===== src/rtl/subneg_pkg.sv =====
`default_nettype none
// ============================================================================
// Module      : subneg_pkg
// Description : Shared definitions for the subneg memory subsystem. Holds the
//               memory geometry, the run-control state encoding and the
//               read-return owner encoding.
// Revision    : 1.0 - initial release
// ============================================================================
package subneg_pkg;

    // Memory geometry: 32 bytes, program occupies 0..21
    localparam int AW = 5;
    localparam int DW = 8;

    // Run-control states of the core freeze logic
    typedef enum logic [1:0] {
        RUN    = 2'd0,
        DRAIN  = 2'd1,
        HALTED = 2'd2
    } run_state_e;

    // Who owns the read currently returning from memory
    typedef enum logic {
        OWN_CORE = 1'b0,
        OWN_HOST = 1'b1
    } owner_e;

endpackage : subneg_pkg
`default_nettype wire


===== src/rtl/subneg_mem_arbiter.sv =====
`default_nettype none
// ============================================================================
// Module      : subneg_mem_arbiter
// Description : Shares the single-port subneg memory between the core and a
//               host loader/debug port. One command per cycle, host has
//               priority but may only take HOST_BURST_MAX consecutive grants
//               while the core is eligible and waiting. Also provides
//               halt/run control that drains the core to an instruction
//               boundary before freezing it.
// Ports       : clk, rst_n            - clock, async active-low reset
//               core_*_i / core_*_o   - core request / grant / read return
//               host_*_i / host_*_o   - host request / grant / read return
//               halt_req_i, halted_o  - freeze request (level) and status
//               mem_*_o, mem_rdata_i  - memory command, 1-cycle read latency
// Revision    : 1.0 - initial release
// ============================================================================
module subneg_mem_arbiter
    import subneg_pkg::*;
#(
    parameter int HOST_BURST_MAX = 3
) (
    input  logic          clk,
    input  logic          rst_n,
    // core side
    input  logic          core_req_i,
    input  logic          core_we_i,
    input  logic [AW-1:0] core_addr_i,
    input  logic [DW-1:0] core_wdata_i,
    input  logic          core_idle_i,
    output logic          core_gnt_o,
    output logic          core_rvalid_o,
    output logic [DW-1:0] core_rdata_o,
    // host side
    input  logic          host_req_i,
    input  logic          host_we_i,
    input  logic [AW-1:0] host_addr_i,
    input  logic [DW-1:0] host_wdata_i,
    output logic          host_gnt_o,
    output logic          host_rvalid_o,
    output logic [DW-1:0] host_rdata_o,
    // run control
    input  logic          halt_req_i,
    output logic          halted_o,
    // memory
    output logic          mem_en_o,
    output logic          mem_we_o,
    output logic [AW-1:0] mem_addr_o,
    output logic [DW-1:0] mem_wdata_o,
    input  logic [DW-1:0] mem_rdata_i
);

    localparam int              CW         = $clog2(HOST_BURST_MAX + 1);
    localparam logic [CW-1:0]   CREDIT_MAX = CW'(HOST_BURST_MAX);

    run_state_e     state_q, state_d;
    logic [CW-1:0]  credit_q, credit_d;
    logic           rd_pend_q, rd_pend_d;
    owner_e         rd_owner_q, rd_owner_d;
    logic           halted_q;
    logic [DW-1:0]  core_rdata_q, host_rdata_q;

    logic           core_elig;
    logic           host_win;
    logic           core_win;

    // ------------------------------------------------------------------
    // Arbitration. The core stays eligible while draining so it can reach
    // its instruction boundary; only the HALTED state masks it.
    // ------------------------------------------------------------------
    always_comb begin
        core_elig = core_req_i && (state_q != HALTED);
        host_win  = host_req_i && (!core_elig || (credit_q < CREDIT_MAX));
        core_win  = core_elig && !host_win;
    end

    always_comb begin
        mem_en_o    = host_win || core_win;
        mem_we_o    = 1'b0;
        mem_addr_o  = '0;
        mem_wdata_o = '0;
        if (host_win) begin
            mem_we_o    = host_we_i;
            mem_addr_o  = host_addr_i;
            mem_wdata_o = host_wdata_i;
        end else if (core_win) begin
            mem_we_o    = core_we_i;
            mem_addr_o  = core_addr_i;
            mem_wdata_o = core_wdata_i;
        end
    end

    assign host_gnt_o = host_win;
    assign core_gnt_o = core_win;

    // Credit counts host grants taken while the core was waiting; a core
    // grant or the core dropping out of contention restarts the window.
    always_comb begin
        credit_d = credit_q;
        if (!core_elig || core_win) begin
            credit_d = '0;
        end else if (host_win && (credit_q != CREDIT_MAX)) begin
            credit_d = credit_q + 1'b1;
        end
    end

    // ------------------------------------------------------------------
    // Read return tracking
    // ------------------------------------------------------------------
    always_comb begin
        rd_pend_d  = mem_en_o && !mem_we_o;
        rd_owner_d = host_win ? OWN_HOST : OWN_CORE;
    end

    assign core_rvalid_o = rd_pend_q && (rd_owner_q == OWN_CORE);
    assign host_rvalid_o = rd_pend_q && (rd_owner_q == OWN_HOST);

    // Data is forwarded in the valid cycle and held afterwards
    assign core_rdata_o = core_rvalid_o ? mem_rdata_i : core_rdata_q;
    assign host_rdata_o = host_rvalid_o ? mem_rdata_i : host_rdata_q;

    // ------------------------------------------------------------------
    // Run-control FSM. A core read returning this cycle counts as still
    // outstanding, so the freeze never cuts off an in-flight read.
    // ------------------------------------------------------------------
    always_comb begin
        state_d = state_q;
        case (state_q)
            RUN: begin
                if (halt_req_i) state_d = DRAIN;
            end
            DRAIN: begin
                if (!halt_req_i) begin
                    state_d = RUN;
                end else if (core_idle_i && !core_rvalid_o && !core_win) begin
                    state_d = HALTED;
                end
            end
            HALTED: begin
                if (!halt_req_i) state_d = RUN;
            end
            default: state_d = RUN;
        endcase
    end

    assign halted_o = halted_q;

    always_ff @(posedge clk or negedge rst_n) begin
        if (!rst_n) begin
            state_q      <= RUN;
            credit_q     <= '0;
            rd_pend_q    <= 1'b0;
            rd_owner_q   <= OWN_CORE;
            halted_q     <= 1'b0;
            core_rdata_q <= '0;
            host_rdata_q <= '0;
        end else begin
            state_q    <= state_d;
            credit_q   <= credit_d;
            rd_pend_q  <= rd_pend_d;
            rd_owner_q <= rd_owner_d;
            halted_q   <= (state_d == HALTED);
            if (core_rvalid_o) core_rdata_q <= mem_rdata_i;
            if (host_rvalid_o) host_rdata_q <= mem_rdata_i;
        end
    end

endmodule : subneg_mem_arbiter
`default_nettype wire


===== config.mk =====
export PLATFORM = sky130hd
export DESIGN_NAME = subneg_mem_arbiter
export DESIGN_NICKNAME = d
export VERILOG_FILES = /design/src/rtl/subneg_pkg.sv /design/src/rtl/subneg_mem_arbiter.sv
export SDC_FILE = /design/constraint.sdc
export NUM_CORES = 1
export LEC_CHECK = 0
export CAP_MARGIN = 10
export CORE_MARGIN = 2
export CORE_UTILIZATION = 34
export CTS_BUF_LIST = sky130_fd_sc_hd__clkbuf_16
export DETAILED_ROUTE_END_ITERATION = 10
export PLACE_DENSITY = 0.83
export SETUP_SLACK_MARGIN = 0.2
export SYNTH_ARGS = -nofsm -noshare
export SYNTH_HDL_FRONTEND = slang
export SYNTH_SLANG_ARGS = --single-unit

===== constraint.sdc =====
create_clock -name clk -period 1.95 [get_ports clk]
set_clock_uncertainty 0.15 [all_clocks]
set_input_delay 0.39 -clock clk [delete_from_list [all_inputs] [get_ports clk]]
set_output_delay 0.39 -clock clk [all_outputs]
set_load 0.01 [all_outputs]

== Yosys cells after proc, flatten, opt, wreduce, memory -nomap -nowiden ==
Index checks and enable logic that the tools add are counted.

* Reduce and logical (&&, ||, !) cells: 19
* Order comparisons: 1
* $add $sub $neg: 1
* Bitwise operators: 1
* Equal/unequal tests: 5
* Mux-type cells: 16

{| class="wikitable"
|+ Operators by type and width
! cell !! number
|-
| $mux 8 || 4
|-
| $mux 2 || 6
|-
| $mux 5 || 2
|-
| $logic_and 1x1->1 || 9
|-
| $pmux 2 s3 || 1
|-
| $logic_not 1->1 || 5
|-
| $eq 2x2->1 const B || 2
|-
| $ne 2x2->1 const B || 2
|-
| $logic_or 1x1->1 || 3
|-
| $mux 1 || 3
|-
| $add 2x1->2 const B || 1
|-
| $eq 2x1->1 const B || 1
|-
| $logic_not 2->1 || 1
|-
| $lt 2x2->1 const B || 1
|-
| $reduce_bool 2->1 || 1
|-
| $not 1->1 || 1
|}

* Logic and storage cells: 50
* Bits in registers: 23
* Output and inout bits: 36
* Input port bits: 42

== Logic depth before layout (Yosys ltp) ==
Gate-level depths: netlist (run 1).

* Depth after elaboration: 13
* Mapped depth: 5
* Depth with buffers taken out: 3

== Least setup slack after synthesis (run 1) ==
No wires, ideal clock.

* Kind: register to output
* Start: reg credit_q[0]
* End: out mem_addr_o[0]
* Setup slack: 0.105 ns
* Stages on the path, launching flop included: 6
* Path buffers: 2
* Arrival: 1.305 ns
* Required time: 1.410 ns
* Path through: dfrtp_1 ha_1 o211a_1 buf_6 buf_6 a22o_1

* Cells in the longest elaborated chain, start to end: 7

{| class="wikitable"
|+ Ends and longest elaborated chain
! item !! RTL line !! source
|-
| from (decl) || subneg_mem_arbiter.sv:56 || <nowiki>logic [CW-1:0] credit_q, credit_d;</nowiki>
|-
| from (signal assigned) || subneg_mem_arbiter.sv:158 || <nowiki>credit_q <= credit_d;</nowiki>
|-
| $lt 2x2->1 || subneg_mem_arbiter.sv:72 || <nowiki>host_win = host_req_i && (!core_elig || (credit_q < CREDIT_MAX));</nowiki>
|-
| $logic_or 1x1->1 || subneg_mem_arbiter.sv:72 ||
|-
| $logic_and 1x1->1 || subneg_mem_arbiter.sv:72 ||
|-
| $logic_not 1->1 || subneg_mem_arbiter.sv:73 || <nowiki>core_win = core_elig && !host_win;</nowiki>
|-
| $logic_and 1x1->1 || subneg_mem_arbiter.sv:73 ||
|-
| via core_gnt_o || subneg_mem_arbiter.sv:30 || <nowiki>output logic core_gnt_o,</nowiki>
|-
| $mux 5 || subneg_mem_arbiter.sv:85 || <nowiki>end else if (core_win) begin</nowiki>
|-
| $mux 5 || subneg_mem_arbiter.sv:81 || <nowiki>if (host_win) begin</nowiki>
|-
| to (decl) || subneg_mem_arbiter.sv:47 || <nowiki>output logic [AW-1:0] mem_addr_o,</nowiki>
|}

The timed path passes the listed nets, and every way through them passes these cells.

== Worst setup path in the final report (run 1) ==
* Start: reg credit_q[1]
* End: out mem_wdata_o[6]

* Cells in the longest elaborated chain, start to end: 7

{| class="wikitable"
|+ Ends and longest elaborated chain
! item !! RTL line !! source
|-
| $lt 2x2->1 * || subneg_mem_arbiter.sv:72 ||
|-
| $logic_or 1x1->1 * || subneg_mem_arbiter.sv:72 ||
|-
| $logic_and 1x1->1 * || subneg_mem_arbiter.sv:72 ||
|-
| $logic_not 1->1 || subneg_mem_arbiter.sv:73 ||
|-
| $logic_and 1x1->1 || subneg_mem_arbiter.sv:73 ||
|-
| $mux 8 || subneg_mem_arbiter.sv:85 ||
|-
| $mux 8 * || subneg_mem_arbiter.sv:81 ||
|-
| to (decl) || subneg_mem_arbiter.sv:48 || <nowiki>output logic [DW-1:0] mem_wdata_o,</nowiki>
|}

Mark *: on every way between the ends. The rest lies on a longest branch, timed or not.

==> summary.txt, run 1 <==
Final WS setup - -0.212 ns
Failing checks - negative setup slack
Least-Margin Pin Slew - 0.287 ns
Placer Congestion - 0.678
Met1 wire length - 1480 µm
Setup WS pre-CTS - -0.800 ns
Worst Setup End Kind - output pin
CP arrival - 1.62 ns
Nature of the critical path startpoint - register
Final setup violation count - 26
Hold Slack - 0.332 ns
CTS H-tree depth - 1
DRC - 0
Hold Path Class - register to register
CTS tree - done
Largest net degree at the start of global routing - 24
Mean routed wirelength per cell - 16.9 µm
Status - finished with violations
Antenna violations before repair - 0
Drt via density - 4.95
Die outline width - 60.3 µm
Initial drt markers - 51
Reg2reg path depth - 5
Sequential fraction of the synthesis area - 0.535
Rel. slew slack - 0.809
Highest routed layer - met4
Post-synthesis register bit count - 23
Clock Tree Buf Depth - 2
Number of global-route vias before repair - 1,268
Max-cap violation count - 0
CTS root buf - clkbuf_16
Most common cell after layout, fill and taps aside - clkdlybuf4s50_1
WP data required - 1.41 ns
Wire length of the first global-routing pass - 5800 µm
F_max - 462 MHz
Avg Cell Area, Syn - 13.6 µm²
Worst Hold Launch - credit_q[0]$_DFFE_PN0P_
Worst R2R Setup Slack - 0.13 ns
Worst Setup SP - credit_q[1]$_DFFE_PN0P_
Fin. Hold Viols - 0
TritonCTS Buffers - 3
Die ar. - 0.00363 mm²
Tmin final - 2.16 ns
Final ANT Viol Nets - 0
Finished Layout Cells - 237
Syn nets - 122
Pwr Density - 726 mW/mm²
Drt total wl - 4000 µm
Final nets - 237
Core ar. - 0.00303 mm²
Area growth syn-to-layout - 122%
# rows - 20
Clock Latency Late Sink - 0.26 ns
Hold_buf cts - 0
DR vias - 1,173
Design Area, Final - 0.00239 mm²
Reg-to-reg endpoint - state_q[0]$_DFF_PN0_
Inst Count DP - 206
Cell Area, Synth - 0.00108 mm²
Slew Limit Fails - 0
I/O pins - 78
CP max FO - 6
Area after DPL - 0.00198 mm²
Unrepaired setup endpoints after global routing - yes
Most frequent cells in the layout - clkdlybuf4s50_1, buf_6, dfrtp_1
Reg clk slew, reported paths - 0.06 ns
Ant diodes - 0
Setup Crit Path Kind - register to output pin
Total track usage - 0.223
Endpoint, Worst Hold - credit_q[0]$_DFFE_PN0P_
Critical R2R Launch - credit_q[1]$_DFFE_PN0P_
GR Overflow Total - 0
Die height - 60.3 µm
Synth unique cells - 17
Port Buffers - 77
Starting Density - 0.355
Hold depth - 1
VDD IR-drop max - 0.000418 V
Met2 WL post-DR - 2110 µm
Layout cells sized above 1 - 0.523
Synthesized instance count - 79
First-pass iteration count of the detailed router - 4
Met3 routed WL - 293 µm
Num Clock Sinks - 23
Post-DP HPWL - 2580 µm
Final Cycle Share - 1.11
Synthesis Warnings - 0
Leak - 1.17 nW
[flip-flops by register name, indices dropped and copies added (netlist names)]
signal and cells:
rd_pend_q 1, core_rdata_q 8, rd_owner_q 1, host_rdata_q 8, credit_q 2, state_q 2
halted_o 1
[worst max-delay path: stages, from the launching register on]
cell	delay, ns
dfrtp_1	0.40
ha_4	0.19
a31oi_4	0.11
buf_6	0.15
buf_16	0.12
a22o_1	0.25
buf_2	0.15
[cell type report]
cell class	instances	area (µm²)
multi-input cells	47	552
repair buffers	113	1100
inverters	6	22.5
flip-flops and latches	23	577
well taps	44	55.1
fillers	174	637
clock buffers	3	75.1
clock inverters	1	5.00
[logic make-up after synthesis]
logic type | after synthesis | synth area share
multiplexers | 16 | 0.167
AO/OA/AOI/OAI | 20 | 0.177
adder cells (fa/ha/maj) | 1 | 0.0116
AND/OR/NAND/NOR | 9 | 0.0523
flip-flops | 23 | 0.535
buffers and inverters | 10 | 0.0570
[where the power goes]
part	leakage [nW]	internal (W)	switching (W)
Sequential	0.277	0.000555	0.0000308
Combinational	0.852	0.000455	0.000252
Clock	0.0409	0.000276	0.000168
Total	1.17	0.00129	0.000451
[worst max path at each step]
stage | to | slack [ns] | cells after the start
after floorplan | mem_addr_o[0] | 0.16 | 5
after global placement | mem_wdata_o[5] | -0.76 | 4
after detailed placement | mem_wdata_o[6] | -0.80 | 4
after CTS | mem_wdata_o[6] | -0.18 | 6
after global routing | mem_wdata_o[6] | -0.24 | 6
final | mem_wdata_o[6] | -0.21 | 6
[Yosys cell counts (all sizes together)]
cell,count,area share
or3,1,0.0058
and4,1,0.0081
o32ai,2,0.016
dfrtp,23,0.53
o311a,1,0.0093
mux2,16,0.17
inv,6,0.021
nand2b,1,0.013
buf,4,0.036
nor2b,1,0.0058
a22o,15,0.12
nor4,1,0.0058
a31oi,1,0.020
o211a,1,0.0093
nand2,4,0.014
ha,1,0.012
[routing by layer]
layer  vias to the layer above  GRT usage
met5                         -          0
met4                         0      0.114
met3                        11     0.0390
met2                        74      0.419
met1                       560      0.234
li1                        528          -
[metrics by stage]
stage                util  total power [W]  TNS (ns)
detailed placement  0.652          0.00113    -15.13
finish              0.790          0.00174     -3.04
global route        0.790          0.00182     -4.26
CTS                 0.753          0.00165     -3.34
global placement    0.652          0.00111    -13.92
floorplan               -         0.000787         0
[timing repair]
item | in CTS | in global routing
gates cloned | 5 | 0
resized for setup | 163 | 35
pin swaps | 16 | 5
buffers inserted | 13 | 9
setup endpoints to repair | 38 | 39
Note: power is estimated with default switching activity, not from simulation.
==> run 2, diff against run 1 <==
Settings changed: ABC_CLOCK_PERIOD_IN_PS from default to 1950, PLACE_DENSITY 0.83 to 0.8, TNS_END_PERCENT from default to 100.
==> run 2 against run 1 <==
  * The run still ends with negative setup slack left
  * Final cell count did not move
  * Utilization rose by 0.17 points
  * Sequential share of layout area fell by 0.10 points
  * Die area did not move
  * Clock power barely moved
==> summary.txt, run 2 (synthesis gave the netlist of run 1 again) <==
Port Buffers - 77
Clock Latency Late Sink - 0.25 ns
Number of global-route vias before repair - 1,254
Reg clk slew, reported paths - 0.06 ns
Slew Limit Fails - 0
CTS tree - done
Fin. Hold Viols - 0
P_sw - 0.000446 W
DR vias - 1,138
Power, Total - 0.00173 W
CTS H-tree depth - 1
DRC - 0
CP arrival - 1.58 ns
GR Overflow Total - 0
Most frequent cells in the layout - clkdlybuf4s50_1, buf_6, dfrtp_1
Layout cells sized above 1 - 0.539
Num Clock Sinks - 23
Placer Congestion - 0.728
Nature of the critical path startpoint - register
Final Core Density - 0.791
Inst Count DP - 208
Reg2reg path depth - 6
Finished Layout Cells - 237
Worst Setup End Kind - output pin
CP max FO - 6
Largest net degree at the start of global routing - 24
Clock Tree Buf Depth - 2
TritonCTS Buffers - 3
Critical R2R Launch - credit_q[0]$_DFFE_PN0P_
I/O pins - 78
Wire length of the first global-routing pass - 5660 µm
Critical-path cell list - ha_4 -> o211a_4 -> buf_6 -> a22o_1 -> buf_2
WP data required - 1.41 ns
Area after DPL - 0.00198 mm²
Ant diodes - 0
CP max stage delay - 0.41 ns
Core ar. - 0.00303 mm²
First-pass iteration count of the detailed router - 3
VDD IR-drop max - 0.000397 V
Die ar. - 0.00363 mm²
Reg-to-reg endpoint - state_q[0]$_DFF_PN0_
Status - finished with violations
Design Area, Final - 0.00240 mm²
Slowest CP cell - dfrtp_1
Endpoint, Worst Hold - credit_q[0]$_DFFE_PN0P_
Switching share of power - 0.258
Die height - 60.3 µm
Hold depth - 1
Initial drt markers - 18
Final WS setup - -0.170 ns
Least-Margin Pin Slew - 0.300 ns
Failing checks - negative setup slack
Rel. slew slack - 0.800
Most common cell after layout, fill and taps aside - clkdlybuf4s50_1
Crit path max-delay family - compound AO/OA/AOI/OAI gates
Final setup violation count - 22
Biggest registers after layout - core_rdata_q (8), host_rdata_q (8)
Final ANT Viol Nets - 0
CTS root buf - clkbuf_16
Crit path buf inv count - 2
Drt via density - 4.80
Mean routed wirelength per cell - 16.2 µm
Setup Crit Path Kind - register to output pin
Max-cap violation count - 0
Tmin final - 2.12 ns
Combinational power share - 0.405
Antenna violations before repair - 0
Final Cycle Share - 1.09
Post-DP HPWL - 2570 µm
Clk pwr share - 0.257
Starting Density - 0.355
Pwr Density - 721 mW/mm²
Worst R2R Setup Slack - 0.17 ns
Final nets - 237
Drt total wl - 3850 µm
# rows - 20
Hold Path Class - register to register
Worst Hold Launch - credit_q[0]$_DFFE_PN0P_
Unrepaired setup endpoints after global routing - yes
Area growth syn-to-layout - 123%
Pint - 0.00128 W
F_max - 472 MHz
Total track usage - 0.214
Leak - 1.16 nW
Die outline width - 60.3 µm
Sequential Power Share - 0.338
[run 2: cell types whose count changed in the layout (fill, tap and decap cells not counted), moves of 2 or more]
cell and delta:
clkbuf_2 -2, buf_2 +2, nand2_2 +2, buf_4 -4
buf_16 -2, buf_6 +8, nand2_1 -2
[run 2: cell type report]
type                       instances  area [µm²]
sequential                        23         576
multi-input combinational         46         571
inverter                           6        22.5
tap                               44        55.1
timing repair buffer             114        1090
clock buffer                       3        75.1
clock inverter                     1        7.51
fill                             174         632
[run 2: power by group through the flow]
stage	combinational (W)	clock, W	sequential, W
after CTS	0.000648	0.000455	0.000580
after floorplan	0.000209	0	0.000578
after detailed placement	0.000541	0	0.000584
after global routing	0.000742	0.000473	0.000590
after global placement	0.000528	0	0.000580
final	0.000700	0.000444	0.000584
[run 2: how the worst max path moves through the flow]
| stage | start | endpoint | slack [ns] | depth (start not counted) |
|---|---|---|---|---|
| floorplan | credit_q[0]$_DFFE_PN0P_ | mem_addr_o[0] | 0.16 | 5 |
| global placement | core_req_i | mem_wdata_o[6] | -0.72 | 4 |
| detailed placement | core_req_i | mem_wdata_o[6] | -0.77 | 4 |
| CTS | credit_q[0]$_DFFE_PN0P_ | mem_wdata_o[6] | -0.17 | 5 |
| global route | credit_q[0]$_DFFE_PN0P_ | mem_addr_o[0] | -0.21 | 5 |
| finish | credit_q[0]$_DFFE_PN0P_ | mem_addr_o[4] | -0.17 | 5 |
[run 2: repair_timing]
item | 4_1_cts | 5_1_grt
setup endpoints to repair | 38 | 37
setup buffers | 18 | 5
pin swaps | 10 | 3
gates cloned | 2 | 0
resized for setup | 196 | 14
hold buffers | 0 | 0
[run 2: metal layers]
metal | global-route usage | up-vias | routed length, µm
li1 | - | 523 | -
met1 | 0.216 | 539 | 1390
met2 | 0.433 | 69 | 2090
met3 | 0.0368 | 7 | 302
met4 | 0.0667 | 0 | 69
met5 | 0 | - | 0
[run 2: through the flow]
step / TNS [ns] / setup WS (ns) / hold slack (ns)
2_1_floorplan: 0 / 0.160 / -0.0556
3_3_place_gp: -13.82 / -0.723 / 0.320
3_5_place_dp: -14.88 / -0.766 / 0.329
4_1_cts: -2.45 / -0.169 / 0.348
5_1_grt: -3.52 / -0.213 / 0.354
6_report: -2.47 / -0.170 / 0.338
